**src/rtl/ode_step_accumulator_pkg.sv**
```systemverilog
// ode_pkg: shared types and constants for the ODE step accumulator.
//   WIDTH   : data width of the state value and increments (two's complement)
//   CNT_W   : width of the step counter
//   acc_state_t : accumulator FSM state encoding
//   SAT_POS / SAT_NEG : clamp values used when ODE_ACC_SATURATE_EN is defined
package ode_pkg;

    localparam int WIDTH = 16;
    localparam int CNT_W = 8;

    typedef enum logic [1:0] {
        IDLE  = 2'd0,
        ACCUM = 2'd1,
        DONE  = 2'd2
    } acc_state_t;

    localparam logic [WIDTH-1:0] SAT_POS = {1'b0, {(WIDTH-1){1'b1}}};
    localparam logic [WIDTH-1:0] SAT_NEG = {1'b1, {(WIDTH-1){1'b0}}};

endpackage

```
**src/rtl/ode_step_accumulator_if.sv**
```systemverilog
// ode_step_accumulator_if: control, increment stream and result signals
// of the ODE step accumulator.
//   master : host / upstream side (drives start, config and increments)
//   slave  : accumulator side (drives inc_ready and the result outputs)
interface ode_step_accumulator_if
    import ode_pkg::*;
#(
    parameter int DW = WIDTH,
    parameter int CW = CNT_W
);
    logic          start;
    logic [DW-1:0] init_value;
    logic [CW-1:0] step_count;
    logic          inc_valid;
    logic          inc_ready;
    logic [DW-1:0] inc_data;
    logic          inc_sub;
    logic [DW-1:0] acc_value;
    logic          busy;
    logic          done;
    logic          overflow;

    modport master (
        output start, init_value, step_count, inc_valid, inc_data, inc_sub,
        input  inc_ready, acc_value, busy, done, overflow
    );

    modport slave (
        input  start, init_value, step_count, inc_valid, inc_data, inc_sub,
        output inc_ready, acc_value, busy, done, overflow
    );

endinterface

```
**src/rtl/ode_step_accumulator_add_sub.sv**
```systemverilog
// add_sub_cs: combinational signed adder/subtractor.
//   in1, in2 : operands (two's complement)
//   sub      : 1 computes in1 - in2, 0 computes in1 + in2 + cin
//   cin      : carry in (add mode)
//   out      : result, wraps modulo 2^WIDTH
//   invalid  : signed overflow of the operation
module add_sub_cs #(
    parameter int WIDTH = 16
) (
    input  logic [WIDTH-1:0] in1,
    input  logic [WIDTH-1:0] in2,
    input  logic             sub,
    input  logic             cin,
    output logic [WIDTH-1:0] out,
    output logic             invalid
);

    logic [WIDTH-1:0] b_eff;
    logic             carry;

    // Subtraction is in1 + ~in2 + 1; the +1 is folded into the carry so the
    // caller can tie cin low in both modes.
    assign b_eff   = sub ? ~in2 : in2;
    assign carry   = sub | cin;
    assign out     = in1 + b_eff + {{(WIDTH-1){1'b0}}, carry};
    assign invalid = (in1[WIDTH-1] == b_eff[WIDTH-1]) && (out[WIDTH-1] != in1[WIDTH-1]);

endmodule

```
**src/rtl/ode_step_accumulator.sv**
```systemverilog
// ode_step_accumulator: holds the ODE state variable x and, after start,
// applies step_count signed increments (x +/- inc) from a valid/ready stream.
//   clk   : rising-edge clock
//   rst   : synchronous reset, active-high
//   bus   : ode_step_accumulator_if.slave (start/config, increment stream,
//           acc_value, busy, done pulse, sticky overflow)
// Optional build macro ODE_ACC_SATURATE_EN: clamp acc on overflow instead of
// wrapping; the overflow flag behaves the same in both builds.
//
// state | meaning
// IDLE  | waiting for start, acc_value/overflow hold the last result
// ACCUM | accepting increments, inc_ready high
// DONE  | one-cycle done pulse, then back to IDLE
module ode_step_accumulator
    import ode_pkg::*;
#(
    parameter int WIDTH = ode_pkg::WIDTH,
    parameter int CNT_W = ode_pkg::CNT_W
) (
    input  logic clk,
    input  logic rst,
    ode_step_accumulator_if.slave bus
);

    acc_state_t       state_q, state_d;
    logic [WIDTH-1:0] acc_q, acc_d;
    logic [CNT_W-1:0] cnt_q, cnt_d;
    logic             ovf_q, ovf_d;
    logic             inc_ready_q, inc_ready_d;
    logic             busy_q, busy_d;
    logic             done_q, done_d;

    logic [WIDTH-1:0] sum;
    logic             sum_invalid;
    logic [WIDTH-1:0] b_eff;
    logic             ovf_step;
    logic             accept;
    logic [WIDTH-1:0] acc_next;

    add_sub_cs #(.WIDTH(WIDTH)) u_add_sub (
        .in1     (acc_q),
        .in2     (bus.inc_data),
        .sub     (bus.inc_sub),
        .cin     (1'b0),
        .out     (sum),
        .invalid (sum_invalid)
    );

    // Overflow from the sign of acc, the effective addend and the result.
    assign b_eff    = bus.inc_sub ? ~bus.inc_data : bus.inc_data;
    assign ovf_step = (acc_q[WIDTH-1] == b_eff[WIDTH-1]) && (sum[WIDTH-1] != acc_q[WIDTH-1]);
    assign accept   = (state_q == ACCUM) && inc_ready_q && bus.inc_valid;

    // The adder's own overflow must agree with the locally derived one.
    always_comb begin
        assert (sum_invalid == ovf_step);
    end

`ifdef ODE_ACC_SATURATE_EN
    // Overflow only happens when both operands share a sign, so acc's sign
    // tells which rail to clamp to.
    assign acc_next = ovf_step ? (acc_q[WIDTH-1] ? SAT_NEG : SAT_POS) : sum;
`else
    assign acc_next = sum;
`endif

    always_comb begin
        state_d = state_q;
        acc_d   = acc_q;
        cnt_d   = cnt_q;
        ovf_d   = ovf_q;
        case (state_q)
            IDLE: begin
                if (bus.start) begin
                    acc_d   = bus.init_value;
                    ovf_d   = 1'b0;
                    cnt_d   = bus.step_count;
                    state_d = (bus.step_count == '0) ? DONE : ACCUM;
                end
            end
            ACCUM: begin
                if (accept) begin
                    acc_d = acc_next;
                    ovf_d = ovf_q | ovf_step;
                    if (cnt_q != '0) begin
                        cnt_d = cnt_q - 1'b1;
                    end
                    if (cnt_q <= {{(CNT_W-1){1'b0}}, 1'b1}) begin
                        state_d = DONE;
                    end
                end
            end
            DONE: begin
                state_d = IDLE;
            end
            default: begin
                state_d = IDLE;
            end
        endcase

        // Outputs are registered from the next state so they line up with it.
        inc_ready_d = (state_d == ACCUM);
        busy_d      = (state_d != IDLE);
        done_d      = (state_d == DONE);
    end

    always_ff @(posedge clk) begin
        if (rst) begin
            state_q     <= IDLE;
            acc_q       <= '0;
            cnt_q       <= '0;
            ovf_q       <= 1'b0;
            inc_ready_q <= 1'b0;
            busy_q      <= 1'b0;
            done_q      <= 1'b0;
        end else begin
            state_q     <= state_d;
            acc_q       <= acc_d;
            cnt_q       <= cnt_d;
            ovf_q       <= ovf_d;
            inc_ready_q <= inc_ready_d;
            busy_q      <= busy_d;
            done_q      <= done_d;
        end
    end

    assign bus.inc_ready = inc_ready_q;
    assign bus.acc_value = acc_q;
    assign bus.busy      = busy_q;
    assign bus.done      = done_q;
    assign bus.overflow  = ovf_q;

endmodule
```
**src/flat_wrapper.sv**
```systemverilog
// flat-port wrapper written by rule: the top's interface ports become plain ports
module ode_step_accumulator_flat import ode_pkg::*;
#(
    parameter int WIDTH = ode_pkg::WIDTH,
    parameter int CNT_W = ode_pkg::CNT_W
)
  (clk, rst, bus_start, bus_init_value, bus_step_count, bus_inc_valid, bus_inc_data, bus_inc_sub, bus_inc_ready, bus_acc_value, bus_busy, bus_done, bus_overflow);
  ode_step_accumulator_if bus_i ();
  input  logic clk;
  input  logic rst;
  input wire logic [$bits(bus_i.start)-1:0] bus_start;
  input wire logic [$bits(bus_i.init_value)-1:0] bus_init_value;
  input wire logic [$bits(bus_i.step_count)-1:0] bus_step_count;
  input wire logic [$bits(bus_i.inc_valid)-1:0] bus_inc_valid;
  input wire logic [$bits(bus_i.inc_data)-1:0] bus_inc_data;
  input wire logic [$bits(bus_i.inc_sub)-1:0] bus_inc_sub;
  output wire logic [$bits(bus_i.inc_ready)-1:0] bus_inc_ready;
  output wire logic [$bits(bus_i.acc_value)-1:0] bus_acc_value;
  output wire logic [$bits(bus_i.busy)-1:0] bus_busy;
  output wire logic [$bits(bus_i.done)-1:0] bus_done;
  output wire logic [$bits(bus_i.overflow)-1:0] bus_overflow;
  assign bus_i.start = bus_start;
  assign bus_i.init_value = bus_init_value;
  assign bus_i.step_count = bus_step_count;
  assign bus_i.inc_valid = bus_inc_valid;
  assign bus_i.inc_data = bus_inc_data;
  assign bus_i.inc_sub = bus_inc_sub;
  assign bus_inc_ready = bus_i.inc_ready;
  assign bus_acc_value = bus_i.acc_value;
  assign bus_busy = bus_i.busy;
  assign bus_done = bus_i.done;
  assign bus_overflow = bus_i.overflow;
  ode_step_accumulator #(.WIDTH(WIDTH), .CNT_W(CNT_W)) u_core (.clk(clk), .rst(rst), .bus(bus_i));
endmodule
```
**config.mk**
```make
export PLATFORM = sky130hd
export DESIGN_NAME = ode_step_accumulator_flat
export DESIGN_NICKNAME = d
export VERILOG_FILES = /design/src/rtl/ode_step_accumulator_pkg.sv /design/src/rtl/ode_step_accumulator_if.sv /design/src/rtl/ode_step_accumulator_add_sub.sv /design/src/rtl/ode_step_accumulator.sv /design/src/flat_wrapper.sv
export SDC_FILE = /design/constraint.sdc
export NUM_CORES = 1
export LEC_CHECK = 0
export ABC_AREA = 1
export CORE_ASPECT_RATIO = 0.5
export CORE_MARGIN = 2
export CORE_UTILIZATION = 30
export DETAILED_ROUTE_END_ITERATION = 16
export PLACE_DENSITY = 0.57
export SKIP_CTS_REPAIR_TIMING = 1
export SLEW_MARGIN = 10
export SYNTH_ARGS = -nofsm -noshare
export SYNTH_HDL_FRONTEND = slang
export SYNTH_SLANG_ARGS = --single-unit
```
**constraint.sdc**
```tcl
create_clock -name clk -period 3.55 [get_ports clk]
set_input_delay 0.5325 -clock clk [delete_from_list [all_inputs] [get_ports clk]]
set_output_delay 0.5325 -clock clk [all_outputs]
set_load 0.01 [all_outputs]
```
==> qor.yml <==
power.leakage_nw: 1.495
finalWeightedCongestion: 0.8197
reg2reg_slack_ns: 1.73
ys_warn_count: 0
async_flop_share: 0
period_share: 0.7172
reg2reg_depth: 13
path_class: "input port to flip-flop"
gr-usage-all-layers: 0.1554
fin_nets: 495
synth.area.top_cells: "dfxtp_1 25%, nand2_1 14%, a21oi_1 9.5%"
synth_common_cells: "88 x nand2_1, 46 x a21oi_1, 34 x nor2_1"
fp.coreArea_mm2: 0.007943
dp_hpwl_um: 4988
synth-seq-area-share: 0.2465
path_clk_slew_ns: 0.05
period_minus_slack_ns: 2.546
vias_per_cell: 4.608
synth_area_mm2: 0.002436
root_buffer: "clkbuf_16"
powerDensity_mw_per_mm2: 442.7
drt_wl_total_um: 6671
syn_inst: 370
die_x_um: 131.4
reg2reg_to: "u_core.bus.acc_value[14]$_SDFFE_PP0P_"
rows: 23
syn-num-nets: 434
relSlewSlack: 0.5270
drt_iter0_drc: 80
worst_pin_slew_ns: 0.7088
hp-start: "u_core.bus.overflow$_SDFFE_PP0P_"
vias: 2507
netlist.area_leader.share: 0.2465
slew_violations: 0
cts_tree: "done"
antenna_found_initial: 0
ys.flop_type: "dfxtp_1"
firstDrtPassIters: 4
initial_utilization: 0.3067
grt_pass1_wl_um: 10880
grt_max_degree: 31
overflow: 0
drc: 0
synth_cell_types: 38
clk-insertion-delay-late_ns: 0.28
fin_skew_ns: 0.003990
syn_to_final_growth_pct: 38.47
setup_violations: 0
status: "complete, no violations"
worstReg2RegStart: "u_core.bus.acc_value[0]$_SDFFE_PP0P_"
rsz0062_at_grt: "no"
insertedDiodeCount: 0
yosysTopAreaCell: "dfxtp_1"
path_max_fanout: 16
clock-sinks: 30
whs_path_depth: 2
die_h_um: 67.72
hold_slack_ns: 0.4549
synth_edf_count: 0
cp.required_ns: 3.72
port_buffers: 64
tns_ns: 0
ant_nets: 0
wl_per_cell_um: 12.26
crit_path_end_kind: "flip-flop"
grt_pass1_vias: 2320
peakVddDrop_mv: 0.2182
synth-seq-cells: 30
max_clock_freq_mhz: 392.8
critPathLaunchType: "input port"
clockBufferDepth: 2
synth.most_common_cell: "nand2_1"
dieArea_mm2: 0.008901
hold_violations: 0
ios: 65
drive_gt1_frac: 0.06944
worst_ep_arrival_time_ns: 2.71
fillCellCount: 887
h-tree-depth: 2
drv_cap: 0
hold_class: "flip-flop to flip-flop"
cts_buffers: 5
avgSynthCellArea_um2: 6.584
holdPathEnd: "u_core.bus.overflow$_SDFFE_PP0P_"
[layout make-up]
type                    count  area, um^2  share of cell area
inverters                  32       120.1             0.03561
repair buffers             68       670.6              0.1988
multi-input cells         294        1643              0.4870
clock inverters             2       60.06             0.01780
clock buffers               6       138.9             0.04117
well taps                 112       140.1             0.04154
flip-flops and latches     30       600.6              0.1780
[metal layers]
metal	vias up	routed length, um	track usage
met5	-	0	0
met1	1127	3420	0.1997
li1	1341	-	-
met4	0	84	0.04076
met3	9	211	0.04279
met2	30	2955	0.2618
[sequential cells by signal, summed over array words and instances (netlist names)]
name                  count
u_core.bus.acc_value     16
u_core.bus.overflow       1
u_core.bus.done           1
u_core.bus.busy           1
u_core.bus.inc_ready      1
u_core.state_q            2
u_core.cnt_q              8
[worst max-delay path by stage]
stage | start | endpoint | slack [ns] | depth (start not counted)
after floorplan | bus_inc_sub | u_core.bus.acc_value[7]$_SDFFE_PP0P_ | 1.26 | 11
after global placement | bus_inc_sub | u_core.bus.acc_value[7]$_SDFFE_PP0P_ | 0.75 | 11
after detailed placement | bus_inc_sub | u_core.bus.acc_value[14]$_SDFFE_PP0P_ | 0.70 | 14
after CTS | bus_inc_sub | u_core.bus.acc_value[14]$_SDFFE_PP0P_ | 1.00 | 14
after global routing | bus_inc_sub | u_core.bus.acc_value[14]$_SDFFE_PP0P_ | 0.79 | 13
final | bus_inc_sub | u_core.bus.acc_value[14]$_SDFFE_PP0P_ | 1.00 | 14
[worst max-delay path, stage by stage]
cell             delay [ns]
clkdlybuf4s50_1        0.45
buf_4                  0.28
xor2_1                 0.16
fa_1                   0.44
nand3_1                0.11
nand2_1                0.14
nand2_1                0.11
nand2_1                0.09
nand2_1                0.09
nand2_1                0.05
nand2_1                0.05
nand3_1                0.06
nand2_1                0.07
a21oi_1                0.06
[stage by stage]
step | power, mW | util | area [um^2] | setup WS, ns | cells
6_report | 1.493 | 0.4247 | 3373 | 1.004 | 544
5_1_grt | 1.595 | 0.4247 | 3373 | 0.7910 | 544
4_1_cts | 1.510 | 0.4247 | 3373 | 1.001 | 544
3_5_place_dp | 0.9165 | 0.3997 | 3174 | 0.7000 | 536
3_3_place_gp | 0.9161 | 0.3997 | 3174 | 0.7475 | 536
2_1_floorplan | 0.7456 | - | 2436 | 1.259 | 370
[placed cells by master (no fill, tap or decap), types with 2 or more instances in the layout]
cell type,n
a21oi_2,2
ha_1,18
a31oi_1,2
or2_1,2
xor2_1,22
bufinv_16,2
a21oi_1,46
or2_2,3
o21ai_0,21
nor2_1,34
nand2_1,88
buf_4,4
o21ai_1,2
nand2_2,6
clkdlybuf4s50_1,64
nor4_1,2
nand4_1,2
nor3_1,3
dfxtp_1,30
xnor2_1,2
clkbuf_16,5
o211ai_1,3
nand3_1,24
inv_1,29
inv_2,3
[power by group]
group	total [mW]	internal (mW)	switching, mW
registers	0.396	0.370	0.0263
clock network	0.586	0.421	0.164
logic	0.512	0.227	0.284
total	1.49	1.02	0.475
[logic make-up after synthesis]
logic type      Yosys count  share of synthesized area
flops                    30                     0.2465
fa+ha+maj                19                     0.1007
compound gates           82                     0.1885
xor+xnor                 24                    0.08629
buf+inv                  46                    0.07909
simple gates            169                     0.2989
Note: power is estimated with default switching activity, not from simulation.
